===== config.mk =====
export PLATFORM = sky130hd
export DESIGN_NAME = cgp_fitness_driver_flat
export DESIGN_NICKNAME = d
export VERILOG_FILES = /design/src/rtl/cgp_fitness_driver_if.sv /design/src/rtl/cgp_fitness_driver.sv /design/src/flat_wrapper.sv
export SDC_FILE = /design/constraint.sdc
export NUM_CORES = 1
export LEC_CHECK = 0
export BUFFER_PORTS_ARGS = -buffer_cell sky130_fd_sc_hd__buf_2
export CORE_ASPECT_RATIO = 1.1
export CORE_MARGIN = 2
export CORE_UTILIZATION = 50
export CTS_BUF_LIST = sky130_fd_sc_hd__clkbuf_2
export DETAILED_ROUTE_END_ITERATION = 12
export PLACE_DENSITY_LB_ADDON = 0.25
export SETUP_SLACK_MARGIN = 0.4
export SYNTH_ARGS = -nofsm -noshare
export SYNTH_HDL_FRONTEND = slang
export SYNTH_SLANG_ARGS = --single-unit

===== constraint.sdc =====
create_clock -name clk -period 7.2 [get_ports clk]
set_input_delay 1.44 -clock clk [delete_from_list [all_inputs] [get_ports clk]]
set_output_delay 1.44 -clock clk [all_outputs]
set_load 0.02 [all_outputs]

===== src/rtl/cgp_fitness_driver_if.sv =====
// Controller/individual/ROM-facing signals of the fitness driver, grouped as one bundle.
// slave = the driver itself; master = the controller, individual and target ROM around it.
interface cgp_fitness_driver_if #(
  parameter int N_IN  = 10,
  parameter int N_OUT = 10,
  parameter int ERR_W = 14
);
  logic              start;
  logic              abort;
  logic [N_OUT-1:0]  out_mask;
  logic [ERR_W-1:0]  err_limit;
  logic [N_IN-1:0]   dut_in;
  logic [N_OUT-1:0]  dut_out;
  logic [N_IN-1:0]   exp_addr;
  logic [N_OUT-1:0]  exp_data;
  logic              busy;
  logic              done;
  logic              pruned;
  logic [ERR_W-1:0]  fitness;

  modport slave (
    input  start, abort, out_mask, err_limit, dut_out, exp_data,
    output dut_in, exp_addr, busy, done, pruned, fitness
  );

  modport master (
    output start, abort, out_mask, err_limit, dut_out, exp_data,
    input  dut_in, exp_addr, busy, done, pruned, fitness
  );
endinterface


===== src/rtl/cgp_fitness_driver.sv =====
// Sweeps all 2^N_IN vectors into the evolved individual and sums masked bit errors vs the target ROM.
// Full sweep takes 1 + 2^N_IN*(SETTLE_CYCLES+1) cycles; no backpressure, only start/abort/done handshake.
module cgp_fitness_driver #(
  parameter int N_IN          = 10,
  parameter int N_OUT         = 10,
  parameter int SETTLE_CYCLES = 2,
  parameter int ERR_W         = 14
) (
  input  logic                  clk,
  input  logic                  rst,
  cgp_fitness_driver_if.slave   bus
);

  localparam int          E_W    = $clog2(N_OUT + 1);
  localparam logic [3:0]  RELOAD = 4'(SETTLE_CYCLES - 1);

  typedef enum logic [1:0] {IDLE, SETTLE, SAMPLE, FINISH} state_t;

  state_t             state;
  logic [3:0]         cnt;
  logic [N_IN-1:0]    vec;
  logic [N_OUT-1:0]   mask_q;
  logic [ERR_W-1:0]   limit_q;
  logic [ERR_W-1:0]   fit_q;
  logic               busy_q;
  logic               done_q;
  logic               pruned_q;

  logic [E_W-1:0]     err;
  logic [ERR_W:0]     raw_sum;
  logic [ERR_W-1:0]   fit_sum;
  logic               hit_limit;

  always_comb begin
    err = '0;
    for (int i = 0; i < N_OUT; i++) begin
      err = err + E_W'((bus.dut_out[i] ^ bus.exp_data[i]) & mask_q[i]);
    end
    raw_sum   = {1'b0, fit_q} + (ERR_W + 1)'(err);
    // Saturate rather than wrap so an undersized accumulator can never look fitter.
    fit_sum   = raw_sum[ERR_W] ? '1 : raw_sum[ERR_W-1:0];
    hit_limit = (limit_q != '0) && (fit_sum >= limit_q);
  end

  always_ff @(posedge clk) begin
    if (rst) begin
      state    <= IDLE;
      cnt      <= '0;
      vec      <= '0;
      mask_q   <= '0;
      limit_q  <= '0;
      fit_q    <= '0;
      busy_q   <= 1'b0;
      done_q   <= 1'b0;
      pruned_q <= 1'b0;
    end else begin
      done_q <= 1'b0;
      if (bus.abort) begin
        // Also swallows a simultaneous start while idle.
        state  <= IDLE;
        busy_q <= 1'b0;
      end else begin
        case (state)
          IDLE: begin
            if (bus.start) begin
              mask_q   <= bus.out_mask;
              limit_q  <= bus.err_limit;
              fit_q    <= '0;
              pruned_q <= 1'b0;
              vec      <= '0;
              cnt      <= RELOAD;
              busy_q   <= 1'b1;
              state    <= SETTLE;
            end
          end
          SETTLE: begin
            if (cnt == 4'd0) state <= SAMPLE;
            else             cnt   <= cnt - 4'd1;
          end
          SAMPLE: begin
            fit_q <= fit_sum;
            if (hit_limit) begin
              pruned_q <= 1'b1;
              busy_q   <= 1'b0;
              done_q   <= 1'b1;
              state    <= FINISH;
            end else if (&vec) begin
              busy_q <= 1'b0;
              done_q <= 1'b1;
              state  <= FINISH;
            end else begin
              vec   <= vec + 1'b1;
              cnt   <= RELOAD;
              state <= SETTLE;
            end
          end
          FINISH:  state <= IDLE;
          default: state <= IDLE;
        endcase
      end
    end
  end

  assign bus.dut_in   = vec;
  assign bus.exp_addr = vec;
  assign bus.busy     = busy_q;
  assign bus.done     = done_q;
  assign bus.pruned   = pruned_q;
  assign bus.fitness  = fit_q;

endmodule


===== src/flat_wrapper.sv =====
// flat-port wrapper written by rule: the top's interface ports become plain ports
module cgp_fitness_driver_flat 
#(
  parameter int N_IN          = 10,
  parameter int N_OUT         = 10,
  parameter int SETTLE_CYCLES = 2,
  parameter int ERR_W         = 14
)
  (clk, rst, bus_start, bus_abort, bus_out_mask, bus_err_limit, bus_dut_out, bus_exp_data, bus_dut_in, bus_exp_addr, bus_busy, bus_done, bus_pruned, bus_fitness);
  cgp_fitness_driver_if #(.N_IN(N_IN), .N_OUT(N_OUT), .ERR_W(ERR_W)) bus_i ();
  input  logic clk;
  input  logic rst;
  input wire logic [$bits(bus_i.start)-1:0] bus_start;
  input wire logic [$bits(bus_i.abort)-1:0] bus_abort;
  input wire logic [$bits(bus_i.out_mask)-1:0] bus_out_mask;
  input wire logic [$bits(bus_i.err_limit)-1:0] bus_err_limit;
  input wire logic [$bits(bus_i.dut_out)-1:0] bus_dut_out;
  input wire logic [$bits(bus_i.exp_data)-1:0] bus_exp_data;
  output wire logic [$bits(bus_i.dut_in)-1:0] bus_dut_in;
  output wire logic [$bits(bus_i.exp_addr)-1:0] bus_exp_addr;
  output wire logic [$bits(bus_i.busy)-1:0] bus_busy;
  output wire logic [$bits(bus_i.done)-1:0] bus_done;
  output wire logic [$bits(bus_i.pruned)-1:0] bus_pruned;
  output wire logic [$bits(bus_i.fitness)-1:0] bus_fitness;
  assign bus_i.start = bus_start;
  assign bus_i.abort = bus_abort;
  assign bus_i.out_mask = bus_out_mask;
  assign bus_i.err_limit = bus_err_limit;
  assign bus_i.dut_out = bus_dut_out;
  assign bus_i.exp_data = bus_exp_data;
  assign bus_dut_in = bus_i.dut_in;
  assign bus_exp_addr = bus_i.exp_addr;
  assign bus_busy = bus_i.busy;
  assign bus_done = bus_i.done;
  assign bus_pruned = bus_i.pruned;
  assign bus_fitness = bus_i.fitness;
  cgp_fitness_driver #(.N_IN(N_IN), .N_OUT(N_OUT), .SETTLE_CYCLES(SETTLE_CYCLES), .ERR_W(ERR_W)) u_core (.clk(clk), .rst(rst), .bus(bus_i));
endmodule

==> impl_metrics.yaml, run 1 <==
routing:
  dr_total_vias: 3554
  wl_per_cell_um: 14.76
  drtIter0Drc: 238
  ant_nets: 0
  firstDrtPassIters: 5
  drc: 0
  vias_per_cell: 5.714
  drt_wl_total_um: 9180
timing:
  clock_skew_ns: 0.03428
  rsz0062_at_grt: "yes"
  fin_crit_ns: 6.717
  slew_headroom: 0.4113
  max_freq_ghz: 0.1489
  fin_crit_sh: 0.9329
  hold_viol_final: 0
  report.final.slew_viol_count: 0
  setup_viol: 0
  timing.final.ws_setup_ns: 0.4828
  whs_ns: 0.4656
  worst_slew_pin_slew_ns: 0.8809
logic_synthesis:
  synth_area_leaders: "dfxtp_1 32%, nand2_1 9.1%, ha_1 8.2%, a21oi_1 5.8%, fa_1 4.0%"
  ys_types: 51
  avgSynthCellArea_um2: 7.858
  synthCells: 449
  synth-seq-cells: 57
  syn-cell-area_um2: 3528
  yosys-top-cells-count: "86 x nand2_1, 57 x dfxtp_1, 41 x a21oi_1"
  yosysMostFrequentCell: "nand2_1"
  synth-main-ff-cell: "dfxtp_1"
  async_flop_share: 0
  yosys.area.top_type: "dfxtp_1"
  synth.top_cell.area_share: 0.3234
  seq_area_frac_synth: 0.3234
  yosysWarningCount: 0
  synth_enable_flop_cells: 0
  synth_nets: 527
critical_path:
  crit_top_cell: "fa_1"
  rrSetupSlack_ns: 1.32
  worstSetupEndpointType: "register"
  crit_chain: "buf_2, xor2_1, and2_1, fa_1, inv_1, fa_1, fa_1, inv_1, ha_4, fa_2, xor2_1, ha_2, a21oi_4, o21bai_4, or4b_4, nand2b_4, ha_1, nor2b_2, o21bai_4, a311o_1, buf_4, a21oi_2, or3_4, o31ai_1"
  r2r_cells: 22
  r2r_end: "u_core.bus.dut_in[6]"
  max_stage_delay_ns: 0.58
  cp.required_ns: 7.59
  crit_type: "in2reg"
  crit_path_max_fanout: 9
  worstPathArrival_ns: 7.11
  crit_path_start_kind: "input port"
  crit_slowest_cell: "or4b_4"
  worstReg2RegStart: "u_core.mask_q[9]"
clocking:
  clkTransAtPathRegs_ns: 0.17
  root_buffer: "clkbuf_2"
  clkLatencyLatePin_ns: 0.50
  cts-hold-fix-buffers: 0
  h-tree-depth: 3
  cts_tree: "built"
  cts_buffers: 9
  cts_num_sinks: 57
  clockBufferDepth: 2
grt:
  antenna_found_initial: 0
  grt_start_max_net_pins: 48
  grt_pass1_wl_um: 14130
  grtUsageTotal: 0.2246
  grt_pass1_vias: 3124
  grt-ovfl-total: 0
placement:
  dpl_cell_area_um2: 4016
  port_buffers: 84
  gp_congestion: 0.8172
  dp_hpwl_um: 6466
  dp_slack_ns: -0.1254
floorplanning:
  num_io_pins: 85
  dieArea_um2: 7746
  start_util: 0.5094
  die_h_um: 92.11
  dieWidth_um: 84.10
  row_count: 32
  placeableCoreArea_um2: 6927
layout:
  utilization: 0.6246
  n_antenna_cell: 0
  multiInputGateArea_um2: 2347
  syn2layout_area_growth_pct: 22.62
  design_area_um2: 4327
  final_nets: 610
  regArea_um2: 1141
  nFillCells: 635
  drive_above_1_share: 0.2812
status:
  status: "completed"
power:
  leakage_nw: 1.943
  p_per_area_nw_per_um2: 140.8
  peakVddDrop_uv: 110.5
  power_mw: 0.6094
job:
  max_cap_violations: 0
min_path:
  whs_path_depth: 2
  whs_endpoint: "u_core.mask_q[7]"
  hp-class: "reg2reg"
  min-delay-start: "u_core.mask_q[7]"
-- repair_timing --
| item | in CTS | in global routing |
|---|---|---|
| gates resized for setup | 1 | 31 |
| endpoints found under the setup margin | 1 | 16 |
| setup buffers | 0 | 9 |
| cloned | 0 | 3 |
| pin swaps | 0 | 8 |
-- flip-flops by register name, summed over array words and instances, names as in the netlist --
register / flops
u_core.bus.fitness: 14
u_core.limit_q: 14
u_core.bus.dut_in: 10
u_core.mask_q: 10
u_core.cnt: 4
u_core.state: 2
u_core.bus.busy: 1
u_core.bus.done: 1
u_core.bus.pruned: 1
-- critical path: cells and delay by family --
family	cells	cell delay, ns
and+or+nand+nor	5	1.48
xor gates and xnor gates	2	0.30
adders and majority gates	7	2.63
buffers and inverters	4	0.35
AOI/OAI and AO/OA	6	0.90
-- cell families after synthesis --
| family | count (synthesis) | synth area share |
|---|---|---|
| buffers and inverters | 61 | 0.07872 |
| and+or+nand+nor | 174 | 0.2333 |
| muxes | 2 | 0.006383 |
| adders and majority gates | 30 | 0.1213 |
| xor gates and xnor gates | 16 | 0.03972 |
| AOI/OAI and AO/OA | 109 | 0.1972 |
| DFF | 57 | 0.3234 |
-- placed cells by master (no fill, tap or decap), types with 12 or more instances in the layout --
master   instances
a21oi_1         37
inv_1           31
nand2_1         83
nand3_1         12
xor2_1          12
buf_4           15
o21ai_0         13
nor2_1          23
ha_1            18
buf_2           85
dfxtp_1         57
-- power breakdown --
group | switching, mW | internal, mW | total, mW
Clock | 0.118 | 0.0439 | 0.162
Combinational | 0.0651 | 0.0514 | 0.117
Sequential | 0.00638 | 0.324 | 0.331
Total | 0.190 | 0.420 | 0.609
-- worst max path at each step --
stage,depth (start not counted),to,startpoint,slack (ns)
floorplan,25,u_core.bus.dut_in[3],bus_exp_data[9],0.35
global placement,23,u_core.bus.dut_in[3],bus_exp_data[9],-0.007
detailed placement,24,u_core.cnt[3],bus_exp_data[9],-0.13
CTS,23,u_core.bus.dut_in[6],bus_exp_data[9],0.40
global route,25,u_core.bus.dut_in[6],bus_exp_data[7],0.35
finish,24,u_core.bus.dut_in[6],bus_exp_data[7],0.48
-- through the flow --
stage               instances  TNS [ns]
CTS                       610         0
floorplan                 449         0
finish                    622         0
global placement          594  -0.01483
detailed placement        594   -0.8015
global route              622         0
-- layout make-up --
type / instances / share of cell area
tap: 85 / 0.02458
clock buffer: 11 / 0.01272
sequential: 57 / 0.2637
inverter: 31 / 0.02689
timing repair buffer: 100 / 0.1243
multi-input combinational: 333 / 0.5425
clock inverter: 5 / 0.005205
-- routing by layer --
layer	wire length, um	up-vias	share of wire	GRT usage
met3	529	22	0.058	0.04950
met5	0	-	0	0
met4	194	0	0.021	0.1008
li1	-	1729	-	-
met1	3805	1667	0.41	0.2852
met2	4650	136	0.51	0.3638
Power figures use the tool's default switching activity.
==> run 2: changes to the inputs <==
--- a/config.mk
+++ b/config.mk
@@ -6,7 +6,7 @@
 export NUM_CORES = 1
 export LEC_CHECK = 0
 export BUFFER_PORTS_ARGS = -buffer_cell sky130_fd_sc_hd__buf_2
-export CORE_ASPECT_RATIO = 1.1
+export CORE_ASPECT_RATIO = 0.7
 export CORE_MARGIN = 2
 export CORE_UTILIZATION = 50
 export CTS_BUF_LIST = sky130_fd_sc_hd__clkbuf_2
==> run 2 against run 1 <==
Utilization increased by 0.061 points; largest cell class unchanged; global-route usage increased by 1.7 points; critical path depth unchanged; non-clock buffer count decreased by 6; highest routed layer unchanged.
==> impl_metrics.yaml, run 2 (same netlist as run 1, synthesis figures left out) <==
floorplanning:
  row_count: 25
  placeableCoreArea_um2: 6788
  dieArea_um2: 7756
  num_io_pins: 85
  start_util: 0.5198
  dieWidth_um: 104.4
  die_h_um: 74.29
grt:
  grt_pass1_wl_um: 14700
  grt_pass1_vias: 3035
  grt_start_max_net_pins: 48
  grt-ovfl-total: 0
  antenna_found_initial: 0
  grtUsageTotal: 0.2414
clocking:
  root_buffer: "clkbuf_2"
  cts_buffers: 9
  cts_num_sinks: 57
  clockBufferDepth: 2
  clkLatencyLatePin_ns: 0.50
  cts_tree: "built"
  clkTransAtPathRegs_ns: 0.19
  h-tree-depth: 3
routing:
  vias_per_cell: 5.500
  wl_per_cell_um: 14.73
  firstDrtPassIters: 5
  drt_wl_total_um: 9190
  drtIter0Drc: 192
  ant_nets: 0
  dr_total_vias: 3432
  drc: 0
placement:
  dp_hpwl_um: 6833
  gp_congestion: 0.8998
  port_buffers: 84
timing:
  report.final.slew_viol_count: 0
  slew_headroom: 0.3898
  setup_viol: 0
  fin_crit_ns: 6.639
  worst_slew_pin_slew_ns: 0.9153
  hold_viol_final: 0
  fin_crit_sh: 0.9220
  clock_skew_ns: 0.03258
  max_freq_ghz: 0.1506
  rsz0062_at_grt: "yes"
  final.setup.tns_ns: 0
job:
  max_cap_violations: 0
min_path:
  whs_path_depth: 2
  hp-class: "reg2reg"
  min-delay-start: "u_core.mask_q[7]"
  whs_endpoint: "u_core.mask_q[7]"
critical_path:
  crit_path_start_kind: "input port"
  r2r_cells: 22
  r2r_end: "u_core.bus.dut_in[2]"
  crit_path_max_fanout: 9
  crit_type: "in2reg"
  worstReg2RegStart: "u_core.mask_q[9]"
  cp.required_ns: 7.58
  rrSetupSlack_ns: 1.39
  worstPathArrival_ns: 7.02
  worstSetupEndpointType: "register"
power:
  peakVddDrop_uv: 125.5
  p_per_area_nw_per_um2: 163.5
  leakage_nw: 1.903
  power_mw: 0.6939
layout:
  final_nets: 603
  mostFrequentLayoutCells: "86 x nand2_1, 84 x buf_2, 57 x dfxtp_1"
  drive_above_1_share: 0.2547
  n_antenna_cell: 0
  final_common_cell: "nand2_1"
  syn2layout_area_growth_pct: 20.28
status:
  status: "completed"
run 2: report_power, final:
part	switching [mW]	leakage, nW	internal (mW)
sequential	0.00657	0.462	0.325
clock	0.139	0.0831	0.118
combinational	0.0603	1.36	0.0449
run 2: critical path, cell delays in order:
cell      delay (ns)
buf_2           0.10
xor2_1          0.15
and2_1          0.15
fa_1            0.53
inv_1           0.05
fa_1            0.46
fa_1            0.49
inv_1           0.04
ha_2            0.18
fa_2            0.35
xor2_1          0.15
ha_1            0.34
a21oi_2         0.10
o21bai_4        0.20
or4b_4          0.54
nand2b_1        0.19
ha_1            0.27
nor2b_1         0.13
o21bai_1        0.15
a311o_1         0.25
a211oi_2        0.10
buf_4           0.19
o41ai_2         0.34
o22ai_1         0.12
run 2: worst max-delay path by stage:
stage	from	endpoint	slack, ns	cells after the start
detailed placement	bus_exp_data[9]	u_core.cnt[2]	-0.07	24
global route	bus_exp_data[9]	u_core.bus.dut_in[1]	0.38	25
global placement	bus_exp_data[9]	u_core.cnt[2]	0.06	24
finish	bus_exp_data[9]	u_core.bus.dut_in[2]	0.56	24
CTS	bus_exp_data[9]	u_core.cnt[2]	0.45	24
floorplan	bus_exp_data[9]	u_core.bus.dut_in[3]	0.35	25
run 2: area by class of cell:
cell class | count | area [um^2]
clock inverter | 7 | 102.6
tap | 94 | 117.6
clock buffer | 9 | 45.04
multi-input combinational | 332 | 2226
sequential | 57 | 1141
timing repair buffer | 94 | 495.5
inverter | 31 | 116.4
fill | 627 | 2544
run 2: timing repair:
action                                  in CTS  in global routing
hold buffers                                 0                  0
resized for setup                            0                  8
endpoints found under the setup margin       0                 14
setup buffers                                0                  2
run 2: metrics by stage:
step / hold slack, ns / util / worst slack, ns / instance area, um^2 / instances
6_report: 0.4699 / 0.6253 / 0.5613 / 4244 / 624
5_1_grt: 0.4932 / 0.6253 / 0.3793 / 4244 / 624
4_1_cts: 0.4699 / 0.6173 / 0.4528 / 4190 / 621
3_5_place_dp: 0.4470 / 0.5956 / -0.06530 / 4043 / 605
3_3_place_gp: 0.4393 / 0.5956 / 0.06476 / 4043 / 605
2_1_floorplan: 0.4317 / - / 0.3491 / 3618 / 449
run 2: per-layer routing:
metal / track usage / wire [um] / vias to the layer above
met5: 0 / 0 / -
met4: 0.07658 / 120 / 0
met3: 0.07099 / 884 / 15
met2: 0.3297 / 3724 / 153
met1: 0.3615 / 4461 / 1547
li1: - / - / 1717
